[config.mk]
export PLATFORM = sky130hd
export DESIGN_NAME = pipe_id_ex
export DESIGN_NICKNAME = d
export VERILOG_FILES = /design/src/rtl/pipe_id_ex.sv
export SDC_FILE = /design/constraint.sdc
export NUM_CORES = 1
export LEC_CHECK = 0
export ABC_AREA = 0
export CORE_MARGIN = 8
export CORE_UTILIZATION = 36
export CTS_CLUSTER_DIAMETER = 150
export CTS_CLUSTER_SIZE = 14
export DETAILED_ROUTE_END_ITERATION = 16
export GPL_TIMING_DRIVEN = 0
export PLACE_DENSITY = 0.88
export SETUP_SLACK_MARGIN = 0.1
export SYNTH_ARGS = -nofsm -noshare
export SYNTH_HDL_FRONTEND = slang
export SYNTH_SLANG_ARGS = --single-unit
[constraint.sdc]
create_clock -name clk -period 2 [get_ports clk]
set_clock_uncertainty 0.2 [all_clocks]
set_input_delay 0.4 -clock clk [delete_from_list [all_inputs] [get_ports clk]]
set_output_delay 0.4 -clock clk [all_outputs]
set_load 0.02 [all_outputs]
[src/rtl/pipe_id_ex.sv]
// ID->EX pipeline register with load-use stall detection and flush/stall bubble insertion.
// Latency: one cycle from id_* to ex_*. Backpressure: stall_id is combinational and lasts one cycle per hazard.
// Optional bubble counter on cnt_bubble, enabled by defining PIPE_STAT_EN.
`ifndef IM_ADDR_BIT
`define IM_ADDR_BIT 32
`endif
`ifndef ALU_OP_BIT
`define ALU_OP_BIT 4
`endif
`ifndef WTG_OP_BIT
`define WTG_OP_BIT 3
`endif
`ifndef MUX_ALU_DATAY_BIT
`define MUX_ALU_DATAY_BIT 2
`endif

module pipe_id_ex (
    input  logic                          clk,
    input  logic                          rst_n,
    input  logic                          en,
    input  logic                          id_valid,
    input  logic [`IM_ADDR_BIT-1:0]       id_pc_4,
    input  logic [4:0]                    id_shamt,
    input  logic [15:0]                   id_imm16,
    input  logic [31:0]                   id_rf_data_a,
    input  logic [31:0]                   id_rf_data_b,
    input  logic [`ALU_OP_BIT-1:0]        id_ctl_alu_op,
    input  logic [`WTG_OP_BIT-1:0]        id_ctl_wtg_op,
    input  logic                          id_ctl_syscall_en,
    input  logic [`MUX_ALU_DATAY_BIT-1:0] id_mux_alu_data_y,
    input  logic                          id_ctl_mem_read,
    input  logic                          id_ctl_rf_we,
    input  logic [4:0]                    id_rs,
    input  logic [4:0]                    id_rt,
    input  logic [4:0]                    id_rd_dst,
    input  logic                          ex_branched,
    output logic                          ex_valid,
    output logic [`IM_ADDR_BIT-1:0]       ex_pc_4,
    output logic [4:0]                    ex_shamt,
    output logic [15:0]                   ex_imm16,
    output logic [31:0]                   ex_rf_data_a,
    output logic [31:0]                   ex_rf_data_b,
    output logic [`ALU_OP_BIT-1:0]        ex_ctl_alu_op,
    output logic [`WTG_OP_BIT-1:0]        ex_ctl_wtg_op,
    output logic                          ex_ctl_syscall_en,
    output logic [`MUX_ALU_DATAY_BIT-1:0] ex_mux_alu_data_y,
    output logic                          ex_ctl_mem_read,
    output logic                          ex_ctl_rf_we,
    output logic [4:0]                    ex_rs,
    output logic [4:0]                    ex_rt,
    output logic [4:0]                    ex_rd_dst,
    output logic                          stall_id,
    output logic [15:0]                   cnt_bubble
);

    typedef struct packed {
        logic [`IM_ADDR_BIT-1:0] pc_4;
        logic [4:0]              shamt;
        logic [15:0]             imm16;
        logic [31:0]             rf_data_a;
        logic [31:0]             rf_data_b;
        logic [4:0]              rs;
        logic [4:0]              rt;
        logic [4:0]              rd_dst;
    } dat_t;

    typedef struct packed {
        logic [`ALU_OP_BIT-1:0]        alu_op;
        logic [`WTG_OP_BIT-1:0]        wtg_op;
        logic                          syscall_en;
        logic [`MUX_ALU_DATAY_BIT-1:0] mux_alu_data_y;
        logic                          mem_read;
        logic                          rf_we;
    } ctl_t;

    logic vld_d, vld_q;
    dat_t dat_d, dat_q;
    ctl_t ctl_d, ctl_q;
    logic bubble;

    // $0 is hardwired, so a load targeting it can never feed a dependent instruction.
    assign stall_id = id_valid & vld_q & ctl_q.mem_read & (dat_q.rd_dst != 5'd0)
                    & ((dat_q.rd_dst == id_rs) | (dat_q.rd_dst == id_rt));

    assign bubble = ex_branched | stall_id;

    always_comb begin
        vld_d = vld_q;
        dat_d = dat_q;
        ctl_d = ctl_q;
        if (en) begin
            if (bubble) begin
                // All-zero control is a no-op; operand fields are left as they were.
                vld_d = 1'b0;
                ctl_d = '0;
            end else begin
                vld_d = id_valid;
                dat_d = '{pc_4: id_pc_4, shamt: id_shamt, imm16: id_imm16,
                          rf_data_a: id_rf_data_a, rf_data_b: id_rf_data_b,
                          rs: id_rs, rt: id_rt, rd_dst: id_rd_dst};
                ctl_d = '{alu_op: id_ctl_alu_op, wtg_op: id_ctl_wtg_op,
                          syscall_en: id_ctl_syscall_en, mux_alu_data_y: id_mux_alu_data_y,
                          mem_read: id_ctl_mem_read, rf_we: id_ctl_rf_we};
            end
        end
    end

    always_ff @(posedge clk or negedge rst_n) begin
        if (!rst_n) begin
            vld_q <= 1'b0;
            dat_q <= '0;
            ctl_q <= '0;
        end else begin
            vld_q <= vld_d;
            dat_q <= dat_d;
            ctl_q <= ctl_d;
        end
    end

`ifdef PIPE_STAT_EN
    logic [15:0] cnt_d, cnt_q;

    always_comb begin
        cnt_d = cnt_q;
        if (en && bubble && (cnt_q != 16'hFFFF)) begin
            cnt_d = cnt_q + 16'd1;
        end
    end

    always_ff @(posedge clk or negedge rst_n) begin
        if (!rst_n) begin
            cnt_q <= 16'd0;
        end else begin
            cnt_q <= cnt_d;
        end
    end

    assign cnt_bubble = cnt_q;
`else
    assign cnt_bubble = 16'd0;
`endif

    assign ex_valid          = vld_q;
    assign ex_pc_4           = dat_q.pc_4;
    assign ex_shamt          = dat_q.shamt;
    assign ex_imm16          = dat_q.imm16;
    assign ex_rf_data_a      = dat_q.rf_data_a;
    assign ex_rf_data_b      = dat_q.rf_data_b;
    assign ex_rs             = dat_q.rs;
    assign ex_rt             = dat_q.rt;
    assign ex_rd_dst         = dat_q.rd_dst;
    assign ex_ctl_alu_op     = ctl_q.alu_op;
    assign ex_ctl_wtg_op     = ctl_q.wtg_op;
    assign ex_ctl_syscall_en = ctl_q.syscall_en;
    assign ex_mux_alu_data_y = ctl_q.mux_alu_data_y;
    assign ex_ctl_mem_read   = ctl_q.mem_read;
    assign ex_ctl_rf_we      = ctl_q.rf_we;

endmodule

==> results of run 1 <==
==> through the flow <==
stage	hold slack (ns)	total power [mW]
final	0.134	9.36
after global routing	0.144	9.74
after CTS	0.200	9.36
after detailed placement	0.255	6.22
after floorplan	-0.0956	4.80
after global placement	0.289	6.13
==> worst max path at each step <==
stage	startpoint	endpoint	slack, ns
final	ex_rd_dst[2]	ex_rf_data_b[10]	-0.26
after global routing	ex_rd_dst[2]	ex_ctl_alu_op[1]	-0.33
after CTS	ex_rd_dst[4]	ex_imm16[14]	-0.24
after detailed placement	id_rs[0]	stall_id	-0.77
after global placement	rst_n	ex_rd_dst[2]	-5.63
after floorplan	ex_rd_dst[0]	ex_pc_4[11]	-0.03
==> Yosys cell counts (all sizes together), types with 2 or more instances <==
library cell / instances
a22o: 13
nand2: 2
nand3: 3
mux2: 132
buf: 32
dfrtp: 145
xnor2: 10
==> placed cells by master (no fill, tap or decap) <==
cell	Yosys	final
dlygate4sd2_1	0	146
clkdlybuf4s50_1	0	144
dfrtp_1	145	140
mux2_4	37	71
mux2_2	95	61
buf_4	26	22
clkbuf_16	0	19
conb_1	1	16
a22o_1	13	13
buf_12	4	12
buf_6	1	7
xnor2_2	0	5
xnor2_1	10	5
dfrtp_2	0	5
buf_8	1	4
clkbuf_1	1	4
bufinv_16	0	4
clkinv_4	0	3
nand2_1	2	2
nand3_1	3	2
clkbuf_8	0	2
clkinv_2	0	2
nand3_2	0	1
o22ai_2	0	1
nor2_1	1	1
nor3_2	0	1
a21oi_1	1	1
and2_4	0	1
inv_1	1	1
a211oi_2	1	1
dlygate4sd3_1	0	1
dlymetal6s2s_1	0	1
buf_16	0	1
clkdlybuf4s15_2	0	1
==> cell type report <==
| type | count | area, µm² | share of cell area |
|---|---|---|---|
| Buffer | 32 | 384 | 0.0383 |
| Multi-Input combinational cell | 182 | 2130 | 0.212 |
| Sequential cell | 145 | 3630 | 0.362 |
| Clock inverter | 9 | 156 | 0.0156 |
| Clock buffer | 22 | 464 | 0.0462 |
| Tap cell | 216 | 270 | 0.0269 |
| Timing Repair Buffer | 310 | 3000 | 0.298 |
| Inverter | 1 | 3.75 | 0.000374 |
==> registers in the layout, summed over array words and instances (netlist names), 2 cells and up <==
register           cells
ex_shamt               5
ex_rf_data_b          32
ex_ctl_wtg_op          3
ex_ctl_alu_op          4
ex_mux_alu_data_y      2
ex_pc_4               32
ex_rs                  5
ex_rd_dst              5
ex_imm16              16
ex_rf_data_a          32
ex_rt                  5
==> power by group through the flow <==
stage	clock [mW]	combinational, mW	sequential, mW
final	3.35	2.40	3.60
after global routing	3.53	2.55	3.66
after CTS	3.41	2.36	3.60
after detailed placement	0	2.56	3.66
after global placement	0	2.50	3.63
after floorplan	0	0.651	4.15
==> layer usage <==
metal / vias up / GRT usage / wire length (µm)
li1: 1886 / - / -
met3: 30 / 0.0745 / 1700
met2: 199 / 0.325 / 9840
met5: - / 0 / 0
met4: 0 / 0.0714 / 452
met1: 2092 / 0.189 / 7020
==> what timing repair did <==
action	CTS	global route
buffers inserted	7	4
hold endpoints to repair	71	0
hold buffers	1	0
gates resized for setup	193	38
endpoints found under the setup margin	291	146
pin swaps	6	1
cloned	2	2
==> critical path, cell delays in order (launching register included) <==
cell       delay, ns
dfrtp_2         0.45
xnor2_2         0.20
nand3_2         0.10
o22ai_2         0.19
a211oi_2        0.09
buf_4           0.16
buf_12          0.14
buf_4           0.15
clkbuf_16       0.15
mux2_4          0.30
==> kinds of logic after synthesis <==
| kind of cell | share of synthesized area |
|---|---|
| AOI/OAI and AO/OA | 0.0236 |
| xor gates and xnor gates | 0.0150 |
| buffers and inverters | 0.0530 |
| DFF | 0.622 |
| muxes | 0.279 |
| other | 0.000643 |
| and+or+nand+nor | 0.00644 |
==> impl_metrics.env, run 1 <==
export IMPL_n_fill_cell=1215
export IMPL_cts_root_buf="clkbuf_16"
export IMPL_p_int_mw=6.76
export IMPL_start_util=0.367
export IMPL_r2r_setup_slack_ns=-0.26
export IMPL_crit_fanout=5
export IMPL_switching_share=0.277
export IMPL_min_delay_path_depth=2
export IMPL_worst_setup_path_end_kind="flop"
export IMPL_gr_total_overflow=0
export IMPL_critPathKind="reg -> reg"
export IMPL_post_place_cells=872
export IMPL_power_density_nw_per_um2=932
export IMPL_min_period_ns=2.26
export IMPL_outcome="finished, violations left"
export IMPL_antenna_found_initial=0
export IMPL_power_frac_clock=0.358
export IMPL_period_share=1.13
export IMPL_cp_arrival_ns=2.36
export IMPL_rr_worst_depth=9
export IMPL_ant_nets=0
export IMPL_ys_seq_area_frac=0.622
export IMPL_drv_cap=0
export IMPL_violations="setup timing"
export IMPL_ys_async_sr_fraction=1.00
export IMPL_die_x_um=143
export IMPL_finalSetupViolCount=146
export IMPL_r2r_end="ex_rf_data_b[10]"
export IMPL_place_congestion=0.837
export IMPL_fin_cells=917
export IMPL_ys_ff_latch=145
export IMPL_layout_drive_gt1_share=0.320
export IMPL_p_switching_mw=2.59
export IMPL_syn_inst=346
export IMPL_antenna_cells=0
export IMPL_clock_latency_ns=0.41
export IMPL_grt_usage=0.183
export IMPL_yosys_top_cells_area="dfrtp_1, mux2_2, mux2_4"
export IMPL_reg2reg_from="ex_rd_dst[2]"
export IMPL_crit_required_ns=2.10
export IMPL_maxSlewHeadroom=0.544
export IMPL_yosys_warnings=0
export IMPL_drtIter0Drc=96
export IMPL_setup_slack_ns=-0.258
export IMPL_fmax_ghz=0.443
export IMPL_worstMarginPinSlew_ns=0.685
export IMPL_synth_edf_count=0
export IMPL_first_pass_iters=4
export IMPL_drcViolationCount=0
export IMPL_clk_path_buf_depth=2
export IMPL_vdd_drop_max_mv=0.641
export IMPL_combPwrFrac=0.257
export IMPL_fp_row_count=46
export IMPL_synth_top_cell_area_share=0.622
export IMPL_core_area_um2=15900
export IMPL_vias=4207
export IMPL_via_per_inst=4.59
export IMPL_htreeDepth=4
export IMPL_avgSynthCellArea_um2=16.8
export IMPL_yosys_area_top_type="dfrtp_1"
export IMPL_grt_max_degree=75
export IMPL_die_area_um2=20500
export IMPL_ys_flop_type="dfrtp_1"
export IMPL_final_area_um2=10000
export IMPL_final_util=0.632
export IMPL_synthToLayoutAreaGrowth_pct=72.2
export IMPL_hp_start="id_rs[4]"
export IMPL_wl_per_cell_um=20.7
export IMPL_path_clk_slew_ns=0.06
export IMPL_yosysUniqueCellTypes=20
export IMPL_pre_cts_ws_ns=-0.770
export IMPL_cts_sinks=145
export IMPL_drv_slew=0
export IMPL_hpwlAfterDp_mm=14.4
export IMPL_grt_pass1_wl_mm=28.3
export IMPL_crit_path_start_kind="flop"
export IMPL_rsz0062_at_grt="yes"
export IMPL_io_pins=311
export IMPL_leakage_nw=4.67
export IMPL_hold_viol=0
export IMPL_fin_nets=838
export IMPL_numCtsBuffers=17
export IMPL_placed_cell_area_um2=9140
export IMPL_netlist_area_um2=5830
export IMPL_p_seq_frac=0.385
export IMPL_hold_path_end="ex_rs[4]"
export IMPL_fin_setup_tns_ns=-30.92
export IMPL_hold_class="in -> reg"
export IMPL_chipHeight_um=143
export IMPL_routed_wl_mm=19.0
export IMPL_port_buffers=294
export IMPL_grt_pass1_vias=4927
export IMPL_cts_tree="done"
No activity file was read; power rests on OpenSTA's default activity.
==> run 2, diff against run 1 <==
--- a/config.mk
+++ b/config.mk
@@ -5,14 +5,14 @@
 export SDC_FILE = /design/constraint.sdc
 export NUM_CORES = 1
 export LEC_CHECK = 0
-export ABC_AREA = 0
+export ABC_AREA = 1
 export CORE_MARGIN = 8
 export CORE_UTILIZATION = 36
 export CTS_CLUSTER_DIAMETER = 150
 export CTS_CLUSTER_SIZE = 14
 export DETAILED_ROUTE_END_ITERATION = 16
 export GPL_TIMING_DRIVEN = 0
-export PLACE_DENSITY = 0.88
+export PLACE_DENSITY = 0.87
 export SETUP_SLACK_MARGIN = 0.1
 export SYNTH_ARGS = -nofsm -noshare
 export SYNTH_HDL_FRONTEND = slang
==> impl_metrics.env, run 2 <==
export IMPL_gr_total_overflow=0
export IMPL_cts_root_buf="clkbuf_16"
export IMPL_ys_async_sr_fraction=1.00
export IMPL_synth_top_cell_area_share=0.598
export IMPL_hpwlAfterDp_mm=16.7
export IMPL_yosysMostFrequentCell="nand2_1"
export IMPL_slowest_delay_ns=0.44
export IMPL_chipHeight_um=146
export IMPL_grt_busiest_layer="met2"
export IMPL_clk_path_buf_depth=2
export IMPL_place_congestion=0.867
export IMPL_ys_ff_latch=145
export IMPL_crit_path_frequent_cell="nor2_1"
export IMPL_core_area_um2=16500
export IMPL_hold_viol=0
export IMPL_netlist_area_um2=6060
export IMPL_start_util=0.367
export IMPL_ys_seq_area_frac=0.598
export IMPL_fin_setup_tns_ns=-0.292
export IMPL_fp_row_count=47
export IMPL_fin_nets=1190
export IMPL_worst_setup_path_end_kind="output port"
export IMPL_min_period_ns=2.29
export IMPL_timing_critical_path_buf_inv=4
export IMPL_first_pass_iters=5
export IMPL_vdd_drop_max_mv=0.584
export IMPL_cp_num_cells=10
export IMPL_ant_nets=0
export IMPL_htreeDepth=4
export IMPL_antenna_found_initial=0
export IMPL_layout_drive_gt1_share=0.119
export IMPL_crit_family="simple AND/OR/NAND/NOR gates"
export IMPL_cp_arrival_ns=1.69
export IMPL_worstMarginPinSlew_ns=0.685
export IMPL_finalSetupViolCount=1
export IMPL_syn_inst=698
export IMPL_power_density_nw_per_um2=903
export IMPL_synth_edf_count=0
export IMPL_reg2reg_from="ex_rd_dst[0]"
export IMPL_endpoint="stall_id"
export IMPL_yosys_warnings=0
export IMPL_grt_util_met2=0.347
export IMPL_ys_flop_type="dfrtp_1"
export IMPL_maxSlewHeadroom=0.543
export IMPL_grt_pass1_wl_mm=35.1
export IMPL_outcome="finished, violations left"
export IMPL_cts_tree="done"
export IMPL_r2r_setup_slack_ns=0.13
export IMPL_synthToLayoutAreaGrowth_pct=68.7
export IMPL_port_buffers=294
export IMPL_mostFrequentLayoutCells="nand2_1, dlygate4sd2_1, nand3_1"
export IMPL_period_share=1.15
export IMPL_die_x_um=146
export IMPL_path_clk_slew_ns=0.06
export IMPL_drv_slew=0
export IMPL_rsz0062_at_grt="yes"
export IMPL_die_area_um2=21300
export IMPL_grt_pass1_vias=6387
export IMPL_wl_per_cell_um=17.5
export IMPL_synth_top_family_by_area="simple AND/OR/NAND/NOR gates"
export IMPL_drcViolationCount=0
export IMPL_via_per_inst=4.73
export IMPL_path_cells="nor2_1 > nor2_1 > nor2_1 > nand3_1 > nand2_1 > nand2_2 > buf_6 > buf_8 > inv_4 > buf_6"
export IMPL_crit_fanout=6
export IMPL_hold_class="in -> reg"
export IMPL_vias=6026
export IMPL_numCtsBuffers=17
export IMPL_fmax_ghz=0.436
export IMPL_io_pins=311
export IMPL_grt_usage=0.209
export IMPL_synthMuxAreaShare=0
export IMPL_synth_simple_gate_area_frac=0.324
export IMPL_synthXorXnorAreaFrac=0.00289
export IMPL_netlist_top_cells_count="nand2_1, nand3_1, dfrtp_1"
export IMPL_mostFrequentLayoutCell="nand2_1"
export IMPL_leakage_nw=5.52
export IMPL_crit_path_start_kind="flop"
export IMPL_setup_worst_path_start="ex_rd_dst[0]"
export IMPL_synth_compound_area_frac=0
export IMPL_grt_max_degree=76
export IMPL_antenna_cells=0
export IMPL_avgSynthCellArea_um2=8.69
export IMPL_cts_sinks=145
export IMPL_drtIter0Drc=294
export IMPL_use_met1=0.240
export IMPL_synth_adder_area_share=0
export IMPL_rr_worst_depth=11
export IMPL_r2r_end="ex_rf_data_a[10]"
export IMPL_clock_latency_ns=0.41
export IMPL_violations="setup timing"
export IMPL_routed_wl_mm=22.2
export IMPL_critPathKind="reg -> out"
export IMPL_crit_required_ns=1.40
export IMPL_setup_slack_ns=-0.292
export IMPL_pre_cts_ws_ns=-1.09
export IMPL_crit_slowest_cell="dfrtp_2"
export IMPL_drv_cap=0
export IMPL_yosys_area_top_type="dfrtp_1"
export IMPL_yosys_top_cells_area="dfrtp_1, nand2_1, nand3_1"
export IMPL_globalRouteMet3Util=0.0796
export IMPL_yosysUniqueCellTypes=15
==> run 2: changes by cell type after synthesis, moves of 4 or more <==
cell     change
nor2_1       +9
buf_4        -9
buf_6        +8
nand2_1    +310
mux2_2      -95
mux2_4      -37
inv_1       +12
buf_12       -4
buf_2       +22
a22o_1      -13
nand3_1    +144
buf_1       +12
xnor2_1      -8
==> run 2: through the flow <==
step / hold slack [ns] / area (µm²) / total power, mW / utilization / instances
floorplan: -0.0956 / 6130 / 4.47 / - / 713
global placement: 0.252 / 9350 / 5.72 / 0.566 / 1227
detailed placement: 0.257 / 9380 / 5.78 / 0.568 / 1228
CTS: 0.174 / 10000 / 9.29 / 0.607 / 1266
global route: 0.204 / 10200 / 9.64 / 0.619 / 1273
finish: 0.193 / 10200 / 9.24 / 0.619 / 1273
==> run 2: how the worst min path moves through the flow <==
stage | cells after the start | to | from
finish | 3 | ex_rs[1] | id_rs[1]
global route | 3 | ex_rs[1] | id_rs[1]
CTS | 3 | ex_rs[1] | id_rs[1]
detailed placement | 2 | ex_rf_data_b[25] | ex_rf_data_b[25]
global placement | 2 | ex_rf_data_b[18] | ex_rf_data_b[18]
floorplan | 0 | ex_ctl_alu_op[0] | rst_n
==> run 2: routing by layer <==
| metal | vias up | wire length [µm] | share of wire |
|---|---|---|---|
| met2 | 264 | 10900 | 0.49 |
| met5 | - | 0 | 0 |
| met1 | 2854 | 8720 | 0.39 |
| met4 | 0 | 483 | 0.022 |
| li1 | 2876 | - | - |
| met3 | 32 | 2150 | 0.097 |
==> run 2: what timing repair did <==
| action | CTS | global route |
|---|---|---|
| setup endpoints to repair | 286 | 145 |
| hold buffers | 1 | 0 |
| gates cloned | 0 | 2 |
| resized for setup | 196 | 55 |
| setup buffers | 6 | 5 |
| endpoints found under the hold margin | 70 | 0 |
| pin swaps | 6 | 5 |
==> run 2: worst reg2reg max path, cell delays in order (launching register included) <==
cell and delay [ns]:
dfrtp_2 0.44, nor2_2 0.12, nand4_1 0.11, nand4_1 0.09, inv_1 0.06, nand2_2 0.08
buf_4 0.15, nand2_8 0.08, clkbuf_16 0.18, buf_6 0.14, nand2_1 0.05, nand2_1 0.05
==> run 2: cell families after synthesis <==
| group | count (synthesis) |
|---|---|
| buf+inv | 78 |
| flops | 145 |
| simple gates | 472 |
| xor+xnor | 2 |
| other cells | 1 |
==> run 2: final cells by class <==
cell class | count | area, µm²
fillers | 1398 | 6290
flip-flops and latches | 145 | 3630
repair buffers | 309 | 2930
inverters | 15 | 58.8
multi-input cells | 490 | 2080
clock buffers | 18 | 429
plain buffers | 63 | 571
clock inverters | 13 | 258
well taps | 220 | 275
==> run 2: report_power, final <==
part	leakage, nW	switching (mW)	total, mW	internal [mW]
sequential	1.80	0.202	3.49	3.29
clock	0.331	1.27	3.74	2.47
combinational	3.39	1.14	2.01	0.867
total	5.52	2.61	9.24	6.63
